`config.mk`:
```
export PLATFORM = sky130hd
export DESIGN_NAME = multicycle_control_unit_flat
export DESIGN_NICKNAME = d
export VERILOG_FILES = /design/src/rtl/multicycle_control_unit_if.sv /design/src/rtl/multicycle_control_unit.sv /design/src/flat_wrapper.sv
export SDC_FILE = /design/constraint.sdc
export NUM_CORES = 1
export LEC_CHECK = 0
export CAP_MARGIN = 25
export CORE_UTILIZATION = 41
export DETAILED_ROUTE_END_ITERATION = 8
export PLACE_DENSITY = 0.76
export SLEW_MARGIN = 20
export SYNTH_ARGS = -nofsm -noshare
export SYNTH_HDL_FRONTEND = slang
export SYNTH_SLANG_ARGS = --single-unit
```
`constraint.sdc`:
```
create_clock -name CLK -period 2.72 [get_ports CLK]
set_clock_uncertainty 0.05 [all_clocks]
set_input_delay 0.408 -clock CLK [delete_from_list [all_inputs] [get_ports CLK]]
set_output_delay 0.408 -clock CLK [all_outputs]
set_load 0.1 [all_outputs]
```
`src/rtl/multicycle_control_unit_if.sv`:
```
// ----------------------------------------------------------------------------
// multicycle_control_unit_if
//
// Purpose: groups the signals that pass between the multicycle control unit
// and the datapath it sequences.
//
// Signals:
//   Opcode[5:0]      instruction opcode field (datapath -> control)
//   Zero             ALU zero flag (datapath -> control)
//   PCWrite, IRWrite, RegWrite, MemRead, MemWrite     strobes (control -> dp)
//   ALUSrcA, ALUSrcB, RegDst, MemToReg, ExtSel        select lines
//   PCSrc[1:0]       00 PC+4, 01 branch target, 10 jump target, 11 hold
//   ALUOp[2:0]       000 add, 001 sub, 010 or
//   State[3:0]       current control state
//   Halted           high while in HALT
//   InstrCount[31:0] retired instruction count
//
// Modports:
//   master - datapath side (drives Opcode/Zero)
//   slave  - control unit side (drives strobes, selects and status)
// ----------------------------------------------------------------------------
interface multicycle_control_unit_if;
    logic [5:0]  Opcode;
    logic        Zero;
    logic        PCWrite;
    logic        IRWrite;
    logic        RegWrite;
    logic        MemRead;
    logic        MemWrite;
    logic        ALUSrcA;
    logic        ALUSrcB;
    logic        RegDst;
    logic        MemToReg;
    logic        ExtSel;
    logic [1:0]  PCSrc;
    logic [2:0]  ALUOp;
    logic [3:0]  State;
    logic        Halted;
    logic [31:0] InstrCount;

    modport master (
        output Opcode, Zero,
        input  PCWrite, IRWrite, RegWrite, MemRead, MemWrite,
        input  ALUSrcA, ALUSrcB, RegDst, MemToReg, ExtSel,
        input  PCSrc, ALUOp, State, Halted, InstrCount
    );

    modport slave (
        input  Opcode, Zero,
        output PCWrite, IRWrite, RegWrite, MemRead, MemWrite,
        output ALUSrcA, ALUSrcB, RegDst, MemToReg, ExtSel,
        output PCSrc, ALUOp, State, Halted, InstrCount
    );
endinterface

```
`src/rtl/multicycle_control_unit.sv`:
```
// ----------------------------------------------------------------------------
// multicycle_control_unit
//
// Purpose: FSM controller for a multicycle MIPS-like datapath. Sequences
// IF -> ID -> EXE -> (MEM) -> (WB) for each instruction, produces all
// datapath strobes/selects combinationally from the current state and the
// opcode, and counts retired instructions (one per PCWrite pulse).
//
// Ports:
//   CLK    - clock, all state updates on the rising edge
//   Reset  - synchronous active-high reset (returns to IF, clears counter)
//   bus    - multicycle_control_unit_if.slave: Opcode/Zero in, control out
//
// Configuration:
//   MULTICYCLE_JUMP_EN - when defined, opcode 111000 (j) is decoded as a
//                        two-cycle jump. When undefined it is an undecoded
//                        opcode and sends the machine to HALT.
// ----------------------------------------------------------------------------
module multicycle_control_unit (
    input  logic                          CLK,
    input  logic                          Reset,
    multicycle_control_unit_if.slave      bus
);

    typedef enum logic [3:0] {
        ST_IF     = 4'b0000,
        ST_ID     = 4'b0001,
        ST_EXE_LS = 4'b0010,
        ST_MEM    = 4'b0011,
        ST_WB_LD  = 4'b0100,
        ST_EXE_BR = 4'b0101,
        ST_EXE_AL = 4'b0110,
        ST_WB_AL  = 4'b0111,
        ST_HALT   = 4'b1000
    } state_t;

    localparam logic [5:0] OP_ADD  = 6'b000000;
    localparam logic [5:0] OP_SUB  = 6'b000001;
    localparam logic [5:0] OP_ADDI = 6'b000010;
    localparam logic [5:0] OP_ORI  = 6'b010010;
    localparam logic [5:0] OP_SW   = 6'b110000;
    localparam logic [5:0] OP_LW   = 6'b110001;
    localparam logic [5:0] OP_BEQ  = 6'b110100;
    localparam logic [5:0] OP_J    = 6'b111000;

    localparam logic [1:0] PC_SEQ    = 2'b00;
    localparam logic [1:0] PC_BRANCH = 2'b01;
    localparam logic [1:0] PC_JUMP   = 2'b10;
    localparam logic [1:0] PC_HOLD   = 2'b11;

    localparam logic [2:0] ALU_ADD = 3'b000;
    localparam logic [2:0] ALU_SUB = 3'b001;
    localparam logic [2:0] ALU_OR  = 3'b010;

    state_t      state_q, state_d;
    logic [31:0] instr_count_q, instr_count_d;

    // ------------------------------------------------------------------
    // Opcode decode
    // ------------------------------------------------------------------
    logic is_add, is_sub, is_addi, is_ori, is_sw, is_lw, is_beq, is_j;
    logic is_alu, is_ls;

    assign is_add  = (bus.Opcode == OP_ADD);
    assign is_sub  = (bus.Opcode == OP_SUB);
    assign is_addi = (bus.Opcode == OP_ADDI);
    assign is_ori  = (bus.Opcode == OP_ORI);
    assign is_sw   = (bus.Opcode == OP_SW);
    assign is_lw   = (bus.Opcode == OP_LW);
    assign is_beq  = (bus.Opcode == OP_BEQ);
`ifdef MULTICYCLE_JUMP_EN
    assign is_j    = (bus.Opcode == OP_J);
`else
    // Without the jump feature 111000 falls through to the undecoded path.
    assign is_j    = 1'b0;
`endif
    assign is_alu  = is_add | is_sub | is_addi | is_ori;
    assign is_ls   = is_lw | is_sw;

    // ------------------------------------------------------------------
    // State register and retired-instruction counter
    // ------------------------------------------------------------------
    always_ff @(posedge CLK) begin
        if (Reset) begin
            state_q       <= ST_IF;
            instr_count_q <= 32'd0;
        end else begin
            state_q       <= state_d;
            instr_count_q <= instr_count_d;
        end
    end

    // ------------------------------------------------------------------
    // Next-state logic. halt and undecoded opcodes both end in HALT.
    // ------------------------------------------------------------------
    always_comb begin
        state_d = state_q;
        unique case (state_q)
            ST_IF:     state_d = ST_ID;
            ST_ID: begin
                if (is_alu)      state_d = ST_EXE_AL;
                else if (is_ls)  state_d = ST_EXE_LS;
                else if (is_beq) state_d = ST_EXE_BR;
                else if (is_j)   state_d = ST_IF;
                else             state_d = ST_HALT;
            end
            ST_EXE_AL: state_d = ST_WB_AL;
            ST_EXE_LS: state_d = ST_MEM;
            ST_MEM:    state_d = is_lw ? ST_WB_LD : ST_IF;
            ST_EXE_BR: state_d = ST_IF;
            ST_WB_AL:  state_d = ST_IF;
            ST_WB_LD:  state_d = ST_IF;
            ST_HALT:   state_d = ST_HALT;
            default:   state_d = ST_HALT;
        endcase
    end

    // ------------------------------------------------------------------
    // Output decode. Strobes and PCSrc depend on the state; the datapath
    // selects and ALUOp depend only on the opcode so they are already
    // settled when the state that uses them arrives.
    // ------------------------------------------------------------------
    logic       pc_write, ir_write, reg_write, mem_read, mem_write, mem_to_reg;
    logic [1:0] pc_src;
    logic [2:0] alu_op;

    always_comb begin
        pc_write   = 1'b0;
        ir_write   = 1'b0;
        reg_write  = 1'b0;
        mem_read   = 1'b0;
        mem_write  = 1'b0;
        mem_to_reg = 1'b0;
        pc_src     = PC_HOLD;
        unique case (state_q)
            ST_IF: ir_write = 1'b1;
            ST_ID: begin
                if (is_j) begin
                    pc_write = 1'b1;
                    pc_src   = PC_JUMP;
                end
            end
            ST_MEM: begin
                if (is_lw) begin
                    mem_read = 1'b1;
                end else begin
                    // sw retires here
                    mem_write = 1'b1;
                    pc_write  = 1'b1;
                    pc_src    = PC_SEQ;
                end
            end
            ST_EXE_BR: begin
                pc_write = 1'b1;
                pc_src   = bus.Zero ? PC_BRANCH : PC_SEQ;
            end
            ST_WB_AL: begin
                reg_write = 1'b1;
                pc_write  = 1'b1;
                pc_src    = PC_SEQ;
            end
            ST_WB_LD: begin
                reg_write  = 1'b1;
                mem_to_reg = 1'b1;
                pc_write   = 1'b1;
                pc_src     = PC_SEQ;
            end
            default: ;
        endcase
    end

    always_comb begin
        alu_op = ALU_ADD;
        if (is_sub || is_beq) alu_op = ALU_SUB;
        else if (is_ori)      alu_op = ALU_OR;
    end

    assign instr_count_d = instr_count_q + {31'd0, pc_write};

    assign bus.PCWrite    = pc_write;
    assign bus.IRWrite    = ir_write;
    assign bus.RegWrite   = reg_write;
    assign bus.MemRead    = mem_read;
    assign bus.MemWrite   = mem_write;
    assign bus.MemToReg   = mem_to_reg;
    assign bus.PCSrc      = pc_src;
    assign bus.ALUOp      = alu_op;
    assign bus.ALUSrcA    = 1'b0;
    assign bus.ALUSrcB    = is_addi | is_ori | is_ls;
    assign bus.RegDst     = is_add | is_sub;
    assign bus.ExtSel     = ~is_ori;
    assign bus.State      = state_q;
    assign bus.Halted     = (state_q == ST_HALT);
    assign bus.InstrCount = instr_count_q;

endmodule

```
`src/flat_wrapper.sv`:
```
// flat-port wrapper written by rule: the top's interface ports become plain ports
module multicycle_control_unit_flat 
  (CLK, Reset, bus_Opcode, bus_Zero, bus_PCWrite, bus_IRWrite, bus_RegWrite, bus_MemRead, bus_MemWrite, bus_ALUSrcA, bus_ALUSrcB, bus_RegDst, bus_MemToReg, bus_ExtSel, bus_PCSrc, bus_ALUOp, bus_State, bus_Halted, bus_InstrCount);
  multicycle_control_unit_if bus_i ();
  input  logic CLK;
  input  logic Reset;
  input wire logic [$bits(bus_i.Opcode)-1:0] bus_Opcode;
  input wire logic [$bits(bus_i.Zero)-1:0] bus_Zero;
  output wire logic [$bits(bus_i.PCWrite)-1:0] bus_PCWrite;
  output wire logic [$bits(bus_i.IRWrite)-1:0] bus_IRWrite;
  output wire logic [$bits(bus_i.RegWrite)-1:0] bus_RegWrite;
  output wire logic [$bits(bus_i.MemRead)-1:0] bus_MemRead;
  output wire logic [$bits(bus_i.MemWrite)-1:0] bus_MemWrite;
  output wire logic [$bits(bus_i.ALUSrcA)-1:0] bus_ALUSrcA;
  output wire logic [$bits(bus_i.ALUSrcB)-1:0] bus_ALUSrcB;
  output wire logic [$bits(bus_i.RegDst)-1:0] bus_RegDst;
  output wire logic [$bits(bus_i.MemToReg)-1:0] bus_MemToReg;
  output wire logic [$bits(bus_i.ExtSel)-1:0] bus_ExtSel;
  output wire logic [$bits(bus_i.PCSrc)-1:0] bus_PCSrc;
  output wire logic [$bits(bus_i.ALUOp)-1:0] bus_ALUOp;
  output wire logic [$bits(bus_i.State)-1:0] bus_State;
  output wire logic [$bits(bus_i.Halted)-1:0] bus_Halted;
  output wire logic [$bits(bus_i.InstrCount)-1:0] bus_InstrCount;
  assign bus_i.Opcode = bus_Opcode;
  assign bus_i.Zero = bus_Zero;
  assign bus_PCWrite = bus_i.PCWrite;
  assign bus_IRWrite = bus_i.IRWrite;
  assign bus_RegWrite = bus_i.RegWrite;
  assign bus_MemRead = bus_i.MemRead;
  assign bus_MemWrite = bus_i.MemWrite;
  assign bus_ALUSrcA = bus_i.ALUSrcA;
  assign bus_ALUSrcB = bus_i.ALUSrcB;
  assign bus_RegDst = bus_i.RegDst;
  assign bus_MemToReg = bus_i.MemToReg;
  assign bus_ExtSel = bus_i.ExtSel;
  assign bus_PCSrc = bus_i.PCSrc;
  assign bus_ALUOp = bus_i.ALUOp;
  assign bus_State = bus_i.State;
  assign bus_Halted = bus_i.Halted;
  assign bus_InstrCount = bus_i.InstrCount;
  multicycle_control_unit u_core (.CLK(CLK), .Reset(Reset), .bus(bus_i));
endmodule
```
# ---- Word-level counts from Yosys, hierarchy flattened
# Index checks and enable logic that the tools add are counted.
dict set report classes {
  n_eq_ne 14
  shifts 0
  n_div 0
  n_reduce_logical 5
  bitwise 7
  add_sub_neg 1
  n_mux 18
  mul 0
  magnitude_cmp 0
}
# op n
set op_table {}
lappend op_table {{adder 32 x 1 -> 32 bit} 1}
lappend op_table {{one-hot mux 4 bit (6 select lines)} 1}
lappend op_table {{== test 6 bit (second input constant)} 3}
lappend op_table {{== test 4 x 3 -> 1 bit (second input constant)} 4}
lappend op_table {{two-way mux 4 bit} 3}
lappend op_table {{== test 4 x 2 -> 1 bit (second input constant)} 2}
lappend op_table {{two-way mux 1 bit} 8}
lappend op_table {{== test 6 x 1 -> 1 bit (second input constant)} 1}
lappend op_table {{== test 6 x 2 -> 1 bit (second input constant)} 1}
lappend op_table {{== test 6 x 5 -> 1 bit (second input constant)} 1}
lappend op_table {{logical NOT 6 bit} 1}
lappend op_table {{two-way mux 3 bit} 2}
lappend op_table {{bitwise OR 1 bit} 6}
lappend op_table {{one-hot mux 2 bit (3 select lines)} 1}
lappend op_table {{== test 4 x 1 -> 1 bit (second input constant)} 1}
lappend op_table {{== test 4 bit (second input constant)} 1}
lappend op_table {{logical NOT 4 bit} 1}
lappend op_table {{two-way mux 2 bit} 2}
lappend op_table {{OR reduction 3 bit} 1}
lappend op_table {{one-hot mux 1 bit (2 select lines)} 1}
lappend op_table {{OR reduction 2 bit} 1}
lappend op_table {{logical OR 1 bit} 1}
lappend op_table {{NOT 1 bit} 1}
dict set report word_totals {
  elab_cells 47
  latch_bits 0
  mem_bits_rw 0
  out_inout_bits 52
  memories 0
  rom_bits 0
  reg_bits 36
}

# ---- Longest topological paths before layout
# Gate-level depths: netlist (run 1).
dict set report depth {
  word_depth 6
  mapped_depth 12
  ltp_nobuf 10
}

# ---- Worst setup path before layout (run 1)
# Ideal clock, no wire load.
dict set report synth_path {
  kind {register to register}
  start {register u_core.state_q[1], in the netlist u_core.bus.State[1]}
  end {register u_core.instr_count_q[31], in the netlist u_core.bus.InstrCount[31]}
  path_slack_ps -2937
  synth_period_minus_slack_ps 5657
  arrival_ps 5484
  t_required_ps 2547
  stages_incl_launch_ff 10
  path_buffers 2
  path_cell_list {dfxtp_1 > clkbuf_1 > a21oi_1 > nor3_1 > ha_1 > nand3_1 > or4_1 > buf_2 > nor4_1 > mux2_1}
}
dict set report synth_between {
  elab_chain_cells 4
  word_cells_on_any_way 7
  cone_classes {add/sub (1); eq/ne (4); mux (1); reduce/logical (1)}
}
# item line_no
set synth_rtl {}
lappend synth_rtl {{from (decl)} multicycle_control_unit.sv:55} ;# state_t state_q, state_d;
lappend synth_rtl {{from (signal assigned)} multicycle_control_unit.sv:88} ;# state_q <= state_d;
lappend synth_rtl {{== test 4 x 3 -> 1 bit} multicycle_control_unit.sv:135} ;# unique case (state_q)
lappend synth_rtl {{OR reduction 3 bit (no line)} -}
lappend synth_rtl {{one-hot mux 1 bit (2 select lines) (*)} multicycle_control_unit.sv:135}
lappend synth_rtl {{net bus_PCWrite} flat_wrapper.sv:9} ;# output wire logic [$bits(bus_i.PCWrite)-1:0] bus_PCWrite;
lappend synth_rtl {{adder 32 x 1 -> 32 bit (*)} multicycle_control_unit.sv:178} ;# assign instr_count_d = instr_count_q + {31'd0, pc_write};
lappend synth_rtl {{to (signal assigned)} multicycle_control_unit.sv:89} ;# instr_count_q <= instr_count_d;
lappend synth_rtl {{to (decl)} multicycle_control_unit.sv:56} ;# logic [31:0] instr_count_q, instr_count_d;
# Mark *: on every way through the listed nets, which the timed path passes. The rest lies on a longest branch.
# A chain may end at the register's enable or synchronous reset.

# ---- Worst setup path in the final report (run 1)
dict set report layout_path {
  start {input port bus_Opcode[4]}
  end {register u_core.instr_count_q[27], in the netlist u_core.bus.InstrCount[27]}
}
dict set report layout_between {
  elab_chain_cells 4
}
# item line_no
set layout_rtl {}
lappend layout_rtl {{from (decl)} flat_wrapper.sv:7} ;# input wire logic [$bits(bus_i.Opcode)-1:0] bus_Opcode;
lappend layout_rtl {{== test 6 bit} multicycle_control_unit.sv:69} ;# assign is_lw = (bus.Opcode == OP_LW);
lappend layout_rtl {{two-way mux 1 bit} multicycle_control_unit.sv:144} ;# if (is_lw) begin
lappend layout_rtl {{one-hot mux 1 bit (2 select lines)} multicycle_control_unit.sv:135}
lappend layout_rtl {{adder 32 x 1 -> 32 bit} multicycle_control_unit.sv:178}
# Every way passes these cells.

==> out/qor.json, run 1 <==
{
  "logic_synthesis": {
    "yosys.cell_count.top_type": "dfxtp_1",
    "seq_area_frac_synth": 0.379,
    "cell_count_after_synthesis": 233,
    "synth.ff_latch_count": 36,
    "synth_top_area_share": 0.379,
    "synth.cell_area_um2": 1900,
    "number_of_flops_mapped_to_enable_cells_by_yosys": 0,
    "syn_area_per_cell_um2": 8.16,
    "most_instantiated_flip_flop_cell_in_the_synthesis_netlist": "dfxtp_1",
    "async_flop_share": 0,
    "synthTopCellsByArea": "dfxtp_1 (38%), a21oi_1 (5.5%), or4_1 (4.7%), nor2b_1 (4.3%), o31ai_1 (3.6%)",
    "synth_cell_types": 38,
    "number_of_warning_messages_in_the_yosys_log": 0,
    "netlist_top_cells_count": "dfxtp_1 (36), a21oi_1 (21), nor2_1 (14)",
    "cell_taking_the_most_area_after_synthesis": "dfxtp_1"
  },
  "setup_path": {
    "end_kind": "flop",
    "timing.critical_path.arrival_ns": 2.85,
    "timing.setup.critical_path_class": "primary input to flop",
    "worstRegToRegCells": 9,
    "cp_data_required_time_ns": 2.89,
    "cp_max_fo": 6,
    "sort_of_element_at_the_start_of_the_critical_path": "primary input"
  },
  "clock_network": {
    "clkTransAtPathRegs_ns": 0.07,
    "cts.root.buffer_cell": "clkbuf_8",
    "h-tree-depth": 2,
    "clockBufferDepth": 2,
    "tritoncts.num_buffers": 5,
    "cts_hold_buffers": 0,
    "insertion_delay_ns": 0.28,
    "tritoncts": "yes",
    "clock-sinks": 36
  },
  "timing": {
    "setup_total_negative_slack_ns": 0,
    "fin_worst_hold_slack_ns": 0.471,
    "timing.final.crit_share": 0.986,
    "timing_worst_slew_pin_value_ns": 0.702,
    "worst_slack_setup_final_ns": 0.0388,
    "report.final.hold_viol_count": 0,
    "count_of_final_setup_violators": 0,
    "layout_min_cycle_time_ns": 2.68,
    "slew-limit-headroom": 0.531,
    "max_freq_mhz": 373,
    "final-max-slew-violation-count": 0
  },
  "global_routing": {
    "grt_util_all_layers": 0.205,
    "pin_count_of_the_biggest_net_entering_global_routing": 20,
    "globalRoute.totalOverflow": 0,
    "grt_pass1_wl_um": 8300,
    "via_count_of_the_first_global_routing_pass": 1814,
    "antenna_found_initial": 0
  },
  "floorplanning": {
    "rows": 24,
    "dieArea_um2": 4910,
    "chipHeight_um": 70.1,
    "design.core.area_um2": 4410,
    "die_x_um": 70.1,
    "io_pins": 61,
    "initial_standard_cell_utilization_of_the_core": 0.431
  },
  "run_status": {
    "run_status": "completed"
  },
  "power_and_ir_drop": {
    "worst_ir_drop_vdd_mv": 0.304,
    "power_per_cell_area_nw_per_um2": 377,
    "p_total_mw": 1.13,
    "static-leakage-power_nw": 1.15
  },
  "layout": {
    "antenna_cells": 0,
    "final_net_count": 327,
    "fin_area_um2": 3000,
    "areaGrowthSynthToFinish_pct": 57.7,
    "nFillCells": 362,
    "share_of_cells_above_drive_strength_1": 0.388
  },
  "place": {
    "placement.setup.worst_slack_ns": -0.579,
    "port_buffers": 58,
    "placedInstanceArea_um2": 2770,
    "dpl.hpwl_um": 3530,
    "gpl.final_weighted_congestion": 0.754
  },
  "route": {
    "route.antenna.remaining_nets": 0,
    "detail_route.wirelength_um": 5130,
    "initialDrtViolationCount": 159,
    "firstDrtPassIters": 4,
    "routedWlPerCell_um": 13.9,
    "routed-via-count": 2039,
    "route.detailed.drc": 0,
    "vias_per_cell": 5.53
  },
  "min_path": {
    "hold_path.class": "flop to flop",
    "whs_path_depth": 2
  },
  "run": {
    "max_capacitance_violation_count": 0
  }
}
-- cells in the final DEF, fill, tap and decap left out, types with 3 or more instances in the layout --
cell,instances
buf_4,66
dfxtp_1,32
a21oi_1,18
nor2_1,13
nand2_1,12
nor2b_1,11
or3_1,10
buf_12,10
inv_1,9
o31ai_1,9
or4_1,9
nand3_1,8
o21ai_0,8
nand4_1,7
nor3_1,6
xnor2_1,6
clkbuf_8,6
buf_6,6
nor3_2,4
o21ai_1,4
nor4_2,3
or4_4,3
xor2_1,3
dfxtp_4,3
-- cells by family (layout without fill, tap and decap cells) --
group | after synthesis | count (layout) | synth area share
XOR/XNOR | 10 | 10 | 0.0461
multiplexers | 2 | 2 | 0.0118
buffers and inverters | 24 | 107 | 0.0573
other | 1 | 2 | 0.00197
AND/OR/NAND/NOR | 110 | 110 | 0.341
flip-flops | 36 | 36 | 0.379
AO/OA/AOI/OAI | 48 | 48 | 0.149
adder cells (fa/ha/maj) | 2 | 2 | 0.0132
-- worst max-delay path, cell delays in order --
cell and delay, ns:
clkbuf_2 0.10, and3b_2 0.24, nand3_4 0.09, a21oi_4 0.07, nor3_4 0.24, ha_4 0.17, buf_6 0.09, nand3_4 0.06
or4_4 0.60, buf_6 0.15, or4_1 0.50, a21oi_2 0.13
-- stage by stage --
step / instances / utilization
floorplan: 234 / -
global placement: 350 / 0.627
detailed placement: 350 / 0.627
CTS: 362 / 0.657
global route: 369 / 0.679
finish: 369 / 0.679
-- sequential cells by signal (all words and copies together) (netlist names) --
| name | flops |
|---|---|
| u_core.bus.InstrCount | 32 |
| u_core.bus.State | 4 |
-- area by class of cell --
cell class / instances / area (um2) / share of cell area
clock buffers: 8 / 90.1 / 0.0301
inverters: 9 / 33.8 / 0.0113
multi-input cells: 174 / 1250 / 0.416
flip-flops and latches: 36 / 733 / 0.245
well taps: 52 / 65.1 / 0.0217
repair buffers: 90 / 827 / 0.276
-- per-layer routing --
metal	global-route usage	up-vias	wire length [um]
met5	0	-	0
met4	0.0533	0	51
met3	0.0404	6	176
met2	0.341	40	2530
met1	0.272	976	2370
li1	-	1017	-
-- power by group --
part,internal [mW],switching [mW],total [mW],leakage (nW)
Clock,0.207,0.185,0.391,0.0455
Sequential,0.530,0.0125,0.543,0.293
Combinational,0.0568,0.138,0.194,0.813
-- repair_timing --
item                                    CTS  global route
hold endpoints to repair                  0             0
endpoints found under the setup margin   18            10
pin swaps                                10            10
cloned                                    1             0
buffers inserted                          3             7
gates resized for setup                  11            21
-- path summary, 6_finish.rpt --
path	startpoint	end	slack, ns
min	u_core.bus.InstrCount[30]	u_core.bus.InstrCount[30]	0.47
min reg2reg	u_core.bus.InstrCount[30]	u_core.bus.InstrCount[30]	0.47
max	bus_Opcode[4]	u_core.bus.InstrCount[27]	0.04
max reg2reg	u_core.bus.State[1]	u_core.bus.InstrCount[27]	0.11
No activity file was read; power rests on OpenSTA's default activity.
==> run 2: changes to the inputs <==
--- a/config.mk
+++ b/config.mk
@@ -8,7 +8,8 @@
 export CAP_MARGIN = 25
 export CORE_UTILIZATION = 41
 export DETAILED_ROUTE_END_ITERATION = 8
-export PLACE_DENSITY = 0.76
+export PLACE_DENSITY = 0.81
+export SETUP_SLACK_MARGIN = 0.2
 export SLEW_MARGIN = 20
 export SYNTH_ARGS = -nofsm -noshare
 export SYNTH_HDL_FRONTEND = slang
==> run 2 against run 1 <==
Compared with the run above: worst setup slack improved by 0.16 ns; critical path depth rose by 1; via count rose by 1.1%; sequential cell count did not move.
==> out/qor.json, run 2 (same netlist as run 1, synthesis figures left out) <==
{
  "route": {
    "route.antenna.remaining_nets": {"value": 0, "change": "unchanged"},
    "vias_per_cell": {"value": 5.57, "change": "+0.81%"},
    "firstDrtPassIters": {"value": 4, "change": "unchanged"},
    "detail_route.wirelength": {"value": 5260, "unit": "um", "change": "+2.6%"},
    "routedWlPerCell": {"value": 14.2, "unit": "um", "change": "+2.3%"},
    "initialDrtViolationCount": {"value": 142, "change": "-11%"},
    "routed-via-count": {"value": 2061, "change": "+1.1%"},
    "route.detailed.drc": {"value": 0, "change": "unchanged"}
  },
  "setup_path": {
    "critPathMaxStageDelay": {"value": 0.47, "unit": "ns", "change": "-0.13 ns"},
    "end_kind": "flop",
    "path_buf_inv": {"value": 4, "change": "+1"},
    "timing.setup.critical_path_class": "primary input to flop",
    "cell_by_cell_listing_of_the_critical_path": "buf_6 > and3b_2 > nand3_4 > a21oi_4 > nor3_4 > ha_2 > buf_6 > nand3_4 > or4_4 > buf_12 > buf_4 > or4_4 > a21oi_2",
    "cp_data_required_time": {"value": 2.89, "unit": "ns", "change": "about the same"},
    "largest_delay_contributor_family_on_the_critical_path": "simple AND/OR/NAND/NOR gates",
    "sort_of_element_at_the_start_of_the_critical_path": "primary input",
    "timing.critical_path.arrival": {"value": 2.69, "unit": "ns", "change": "-0.16 ns"},
    "slowest_stage": "or4_4",
    "cp_max_fo": {"value": 5, "change": "-1"}
  },
  "layout": {
    "layout.cells.most_common": "buf_4",
    "areaGrowthSynthToFinish_pct": 60.2,
    "fin_area": {"value": 3040, "unit": "um2", "change": "+1.6%"},
    "number_of_flip_flops_under_the_largest_register_name": {"value": 32, "change": "unchanged"},
    "share_of_cells_above_drive_strength_1": {"value": 0.399, "change": "+0.0114"},
    "final_net_count": {"value": 328, "change": "+0.31%"},
    "antenna_cells": {"value": 0, "change": "unchanged"},
    "nFillCells": {"value": 357, "change": "-1.4%"},
    "layout.cells.most_common_list": "buf_4 (70), dfxtp_1 (32), a21oi_1 (18), nor2_1 (13), nand2_1 (12)"
  },
  "global_routing": {
    "antenna_found_initial": {"value": 0, "change": "unchanged"},
    "globalRoute.totalOverflow": {"value": 0, "change": "unchanged"},
    "grt_pass1_wl": {"value": 8570, "unit": "um", "change": "+3.2%"},
    "via_count_of_the_first_global_routing_pass": {"value": 1869, "change": "+3.0%"},
    "grt_util_all_layers": {"value": 0.216, "change": "+0.0111"},
    "pin_count_of_the_biggest_net_entering_global_routing": {"value": 18, "change": "-10%"}
  },
  "run_status": {
    "run_status": "completed"
  },
  "floorplanning": {
    "dieArea": {"value": 4910, "unit": "um2", "change": "unchanged"},
    "design.core.area": {"value": 4410, "unit": "um2", "change": "unchanged"},
    "chipHeight": {"value": 70.1, "unit": "um", "change": "unchanged"},
    "die_x": {"value": 70.1, "unit": "um", "change": "unchanged"},
    "initial_standard_cell_utilization_of_the_core": {"value": 0.431, "change": "unchanged"},
    "io_pins": {"value": 61, "change": "unchanged"},
    "rows": {"value": 24, "change": "unchanged"}
  },
  "place": {
    "port_buffers": {"value": 58, "change": "unchanged"},
    "placedInstanceArea": {"value": 2770, "unit": "um2", "change": "unchanged"},
    "dpl.hpwl": {"value": 3600, "unit": "um", "change": "+2.0%"},
    "placement.setup.worst_slack": {"value": -0.612, "unit": "ns", "change": "-0.0330 ns"},
    "gpl.final_weighted_congestion": {"value": 0.825, "change": "+9.4%"}
  },
  "min_path": {
    "hold_path.class": "flop to flop"
  },
  "timing": {
    "layout_min_cycle_time": {"value": 2.52, "unit": "ns", "change": "-0.161 ns"},
    "unrepaired_setup_endpoints_after_global_routing": "yes",
    "final-max-slew-violation-count": {"value": 0, "change": "unchanged"},
    "worst_slack_setup_final": {"value": 0.200, "unit": "ns", "change": "+0.161 ns"},
    "fin_worst_hold_slack": {"value": 0.477, "unit": "ns", "change": "+0.00561 ns"},
    "timing.final.crit_share": {"value": 0.927, "change": "-0.0592"},
    "timing_worst_slew_pin_value": {"value": 0.709, "unit": "ns", "change": "+0.00700 ns"},
    "count_of_final_setup_violators": {"value": 0, "change": "unchanged"},
    "slew-limit-headroom": {"value": 0.526, "change": "-0.00468"},
    "report.final.hold_viol_count": {"value": 0, "change": "unchanged"},
    "max_freq": {"value": 397, "unit": "MHz", "change": "+6.4%"}
  },
  "power_and_ir_drop": {
    "static-leakage-power": {"value": 1.17, "unit": "nW", "change": "+2.0%"},
    "p_total": {"value": 1.21, "unit": "mW", "change": "+7.4%"},
    "power_per_cell_area": {"value": 398, "unit": "nW/um2", "change": "+5.7%"},
    "worst_ir_drop_vdd": {"value": 0.324, "unit": "mV", "change": "+6.7%"}
  },
  "clock_network": {
    "clock-sinks": {"value": 36, "change": "unchanged"},
    "insertion_delay": {"value": 0.29, "unit": "ns", "change": "about the same"},
    "tritoncts.num_buffers": {"value": 5, "change": "unchanged"},
    "cts_hold_buffers": {"value": 0, "change": "unchanged"},
    "clockBufferDepth": {"value": 2, "change": "unchanged"},
    "h-tree-depth": {"value": 2, "change": "unchanged"},
    "cts.root.buffer_cell": "clkbuf_8",
    "clkTransAtPathRegs": {"value": 0.07, "unit": "ns", "change": "about the same"},
    "tritoncts": "yes"
  },
  "run": {
    "max_capacitance_violation_count": {"value": 0, "change": "unchanged"}
  }
}
==> run 2: area by class of cell <==
type | count | area, um2 | area share
Multi-Input combinational cell | 174 | 1250 | 0.412
Timing Repair Buffer | 91 | 851 | 0.279
Clock inverter | 2 | 35.0 | 0.0115
Inverter | 9 | 33.8 | 0.0111
Tap cell | 52 | 65.1 | 0.0214
Clock buffer | 6 | 72.6 | 0.0238
Sequential cell | 36 | 733 | 0.241
==> run 2: power breakdown <==
part	switching, mW	total, mW	internal (mW)
registers	0.0124	0.543	0.530
logic	0.141	0.201	0.0605
clock network	0.196	0.468	0.272
total	0.350	1.21	0.863
==> run 2: worst register-to-register path, stage by stage (launching register included) <==
cell and delay, ns:
dfxtp_4 0.36, buf_4 0.12, a21oi_4 0.06, nor3_4 0.12, ha_2 0.23, buf_6 0.11
nand3_4 0.06, or4_4 0.47, buf_12 0.16, buf_4 0.13, or4_4 0.41, a21oi_2 0.12
==> run 2: final timing paths <==
check | startpoint | endpoint | slack, ns | depth (start not counted)
worst max-delay path | bus_Opcode[5] | u_core.bus.InstrCount[21] | 0.20 | 13
worst min register to register | u_core.bus.InstrCount[29] | u_core.bus.InstrCount[29] | 0.48 | 2
worst min-delay path | u_core.bus.InstrCount[29] | u_core.bus.InstrCount[29] | 0.48 | 2
worst max register to register | u_core.bus.State[1] | u_core.bus.InstrCount[21] | 0.25 | 11
==> run 2: repair_timing <==
item	in CTS	in global routing
gates resized for setup	24	9
setup endpoints to repair	19	9
pin swaps	10	6
setup buffers	9	4
==> run 2: metrics by stage <==
| stage | setup TNS (ns) | util | cells |
|---|---|---|---|
| 5_1_grt | 0 | 0.690 | 370 |
| 3_3_place_gp | -7.89 | 0.627 | 349 |
| 2_1_floorplan | -16.65 | - | 234 |
| 3_5_place_dp | -9.28 | 0.627 | 349 |
| 6_report | 0 | 0.690 | 370 |
| 4_1_cts | 0 | 0.674 | 366 |
==> run 2: layer usage <==
| layer | global-route usage | vias to the layer above | routed length [um] |
|---|---|---|---|
| met1 | 0.272 | 962 | 2350 |
| met5 | 0 | - | 0 |
| met4 | 0.0622 | 0 | 51 |
| met3 | 0.0649 | 4 | 306 |
| li1 | - | 1029 | - |
| met2 | 0.357 | 66 | 2560 |
==> run 3: changes to the inputs <==
--- a/config.mk
+++ b/config.mk
@@ -5,10 +5,10 @@
 export SDC_FILE = /design/constraint.sdc
 export NUM_CORES = 1
 export LEC_CHECK = 0
-export CAP_MARGIN = 25
-export CORE_UTILIZATION = 41
+export CAP_MARGIN = 20
+export CORE_UTILIZATION = 45
 export DETAILED_ROUTE_END_ITERATION = 8
-export PLACE_DENSITY = 0.81
+export PLACE_DENSITY = 0.84
 export SETUP_SLACK_MARGIN = 0.2
 export SLEW_MARGIN = 20
 export SYNTH_ARGS = -nofsm -noshare
==> constraint.sdc (replaced) <==
create_clock -name CLK -period 3.08 [get_ports CLK]
set_clock_uncertainty 0.05 [all_clocks]
set_input_delay 0.462 -clock CLK [delete_from_list [all_inputs] [get_ports CLK]]
set_output_delay 0.462 -clock CLK [all_outputs]
set_load 0.1 [all_outputs]
==> run 3 against run 2 <==
Compared with the run above: sequential share of layout area rose by 0.79 points; sequential cell count stayed put; die area down 8.6%; via count shrank 1.8%; first-iteration DRC count is 15% higher; largest cell class unchanged; hold slack got worse by 0.0080 ns; count of clock-buffer cells in the layout up 2; worst setup slack improved by 0.083 ns; final area fell by 3.2%; non-clock buffer count is 7 lower; utilization grew 4.2 points; register-to-register slack better by 0.14 ns; critical path type unchanged.
==> out/qor.json, run 3 (same netlist as run 1, synthesis figures left out) <==
{
  "place": {
    "dpl.hpwl": {"value": 3620, "unit": "um", "change": "+0.50%"},
    "placedInstanceArea": {"value": 2720, "unit": "um2", "change": "-1.8%"},
    "placement.setup.worst_slack": {"value": -0.308, "unit": "ns", "change": "+0.304 ns"},
    "port_buffers": {"value": 58, "change": "unchanged"},
    "post-place-cells": {"value": 347, "change": "-0.57%"},
    "gpl.final_weighted_congestion": {"value": 0.792, "change": "-3.9%"}
  },
  "clock_network": {
    "clkTransAtPathRegs": {"value": 0.07, "unit": "ns", "change": "about the same"},
    "insertion_delay": {"value": 0.29, "unit": "ns", "change": "about the same"},
    "cts_hold_buffers": {"value": 0, "change": "unchanged"},
    "h-tree-depth": {"value": 2, "change": "unchanged"},
    "tritoncts.num_buffers": {"value": 5, "change": "unchanged"},
    "clockBufferDepth": {"value": 2, "change": "unchanged"},
    "tritoncts": "yes",
    "clock-sinks": {"value": 36, "change": "unchanged"},
    "cts.root.buffer_cell": "clkbuf_8"
  },
  "power_and_ir_drop": {
    "static-leakage-power": {"value": 1.16, "unit": "nW", "change": "-1.5%"},
    "p_total": {"value": 1.07, "unit": "mW", "change": "-12%"},
    "worst_ir_drop_vdd": {"value": 0.219, "unit": "mV", "change": "-32%"},
    "power_per_cell_area": {"value": 364, "unit": "nW/um2", "change": "-8.7%"}
  },
  "setup_path": {
    "end_kind": "flop",
    "launching_element_of_the_worst_setup_path": "bus_Opcode[5]",
    "regToRegStartpoint": "u_core.bus.State[1]",
    "cp_data_required_time": {"value": 3.26, "unit": "ns", "change": "+0.37 ns"},
    "cp_max_fo": {"value": 7, "change": "+2"},
    "timing.setup.critical_path_class": "primary input to flop",
    "sort_of_element_at_the_start_of_the_critical_path": "primary input",
    "timing.critical_path.arrival": {"value": 2.98, "unit": "ns", "change": "+0.29 ns"}
  },
  "timing": {
    "unrepaired_setup_endpoints_after_global_routing": "yes",
    "report.final.hold_viol_count": {"value": 0, "change": "unchanged"},
    "timing_worst_slew_pin_value": {"value": 0.649, "unit": "ns", "change": "-0.0598 ns"},
    "layout_min_cycle_time_ns": 2.80,
    "timing.final.crit_share": 0.908,
    "final-max-slew-violation-count": {"value": 0, "change": "unchanged"},
    "fin_worst_hold_slack": {"value": 0.469, "unit": "ns", "change": "-0.00803 ns"},
    "max_freq_mhz": 357,
    "worst_slack_setup_final": {"value": 0.283, "unit": "ns", "change": "+0.0828 ns"},
    "count_of_final_setup_violators": {"value": 0, "change": "unchanged"},
    "setup_total_negative_slack": {"value": 0, "unit": "ns", "change": "unchanged"},
    "slew-limit-headroom": {"value": 0.566, "change": "+0.0400"}
  },
  "layout": {
    "layout.cells.most_common_list": "buf_4 (64), dfxtp_1 (32), a21oi_1 (19), nor2_1 (13)",
    "finalCoreUtilization": {"value": 0.732, "change": "+0.0421"},
    "fin_area": {"value": 2950, "unit": "um2", "change": "-3.2%"},
    "layout.cells.non_filler": {"value": 361, "change": "-2.4%"},
    "number_of_flip_flops_under_the_largest_register_name": {"value": 32, "change": "unchanged"},
    "final_net_count": {"value": 321, "change": "-2.1%"},
    "antenna_cells": {"value": 0, "change": "unchanged"},
    "areaGrowthSynthToFinish_pct": 55.1,
    "share_of_cells_above_drive_strength_1": {"value": 0.360, "change": "-0.0392"},
    "layout.cells.most_common": "buf_4"
  },
  "route": {
    "firstDrtPassIters": {"value": 4, "change": "unchanged"},
    "routedWlPerCell": {"value": 14.0, "unit": "um", "change": "-1.7%"},
    "initialDrtViolationCount": {"value": 163, "change": "+15%"},
    "routed-via-count": {"value": 2023, "change": "-1.8%"},
    "vias_per_cell": {"value": 5.60, "change": "+0.60%"},
    "detail_route.wirelength": {"value": 5050, "unit": "um", "change": "-4.1%"},
    "route.antenna.remaining_nets": {"value": 0, "change": "unchanged"},
    "route.detailed.drc": {"value": 0, "change": "unchanged"}
  },
  "global_routing": {
    "via_count_of_the_first_global_routing_pass": {"value": 1726, "change": "-7.7%"},
    "globalRoute.totalOverflow": {"value": 0, "change": "unchanged"},
    "grt_pass1_wl": {"value": 8040, "unit": "um", "change": "-6.2%"},
    "grt_util_all_layers": {"value": 0.237, "change": "+0.0210"},
    "pin_count_of_the_biggest_net_entering_global_routing": {"value": 18, "change": "unchanged"},
    "antenna_found_initial": {"value": 0, "change": "unchanged"}
  },
  "run": {
    "max_capacitance_violation_count": {"value": 0, "change": "unchanged"}
  },
  "floorplanning": {
    "rows": {"value": 23, "change": "-4.2%"},
    "die_x": {"value": 67.0, "unit": "um", "change": "-4.4%"},
    "chipHeight": {"value": 67.0, "unit": "um", "change": "-4.4%"},
    "initial_standard_cell_utilization_of_the_core": {"value": 0.472, "change": "+0.0412"},
    "io_pins": {"value": 61, "change": "unchanged"},
    "design.core.area": {"value": 4030, "unit": "um2", "change": "-8.7%"},
    "dieArea": {"value": 4490, "unit": "um2", "change": "-8.6%"}
  },
  "run_status": {
    "run_status": "completed"
  },
  "min_path": {
    "hold_path.class": "flop to flop",
    "hold_path.startpoint": "u_core.bus.InstrCount[30]"
  }
}
-- run 3: changes by cell type in the layout (fill, tap and decap cells not counted), moves of 2 or more --
| cell | before | now |
|---|---|---|
| buf_4 | 70 | 64 |
| buf_6 | 5 | 3 |
| dlymetal6s2s_1 | 0 | 2 |
| buf_12 | 11 | 9 |
| clkdlybuf4s15_1 | 2 | 0 |
| dlygate4sd2_1 | 1 | 4 |
| clkbuf_8 | 5 | 7 |
-- run 3: layout make-up --
class | count | area [um2]
Clock buffer | 8 | 121
Sequential cell | 36 | 733
Inverter | 9 | 33.8
Multi-Input combinational cell | 174 | 1220
Tap cell | 50 | 62.6
Timing Repair Buffer | 84 | 774
Fill cell | 286 | 1080
-- run 3: worst max-delay path, cell delays in order --
cell and delay, ns:
dlygate4sd2_1 0.24, and3b_2 0.24, nand3_4 0.08, a21oi_4 0.07, nor3_4 0.13, ha_2 0.20, buf_4 0.11, ha_4 0.13
nand2_2 0.06, or4_4 0.56, buf_4 0.18, or4_4 0.42, a21oi_2 0.12
-- run 3: timing repair --
| action | in CTS | in global routing |
|---|---|---|
| hold endpoints to repair | 0 | 0 |
| resized for setup | 11 | 6 |
| pin swaps | 10 | 3 |
| buffers inserted | 5 | 1 |
| endpoints found under the setup margin | 17 | 14 |
-- run 3: final timing paths --
kind	endpoint	slack, ns	depth (start not counted)
worst max register to register	u_core.bus.InstrCount[24]	0.39	10
worst max-delay path	u_core.bus.InstrCount[24]	0.28	13
worst min register to register	u_core.bus.InstrCount[30]	0.47	2
worst min-delay path	u_core.bus.InstrCount[30]	0.47	2
-- run 3: per-layer routing --
layer / GRT usage / wire length, um
met1: 0.301 / 2230
met4: 0.0798 / 63
met5: 0 / 0
met2: 0.396 / 2460
met3: 0.0462 / 294
-- run 3: report_power, final --
group | switching, mW | internal [mW] | total, mW
Sequential | 0.0110 | 0.468 | 0.479
Combinational | 0.121 | 0.0473 | 0.169
Clock | 0.171 | 0.253 | 0.424
Total | 0.303 | 0.769 | 1.07
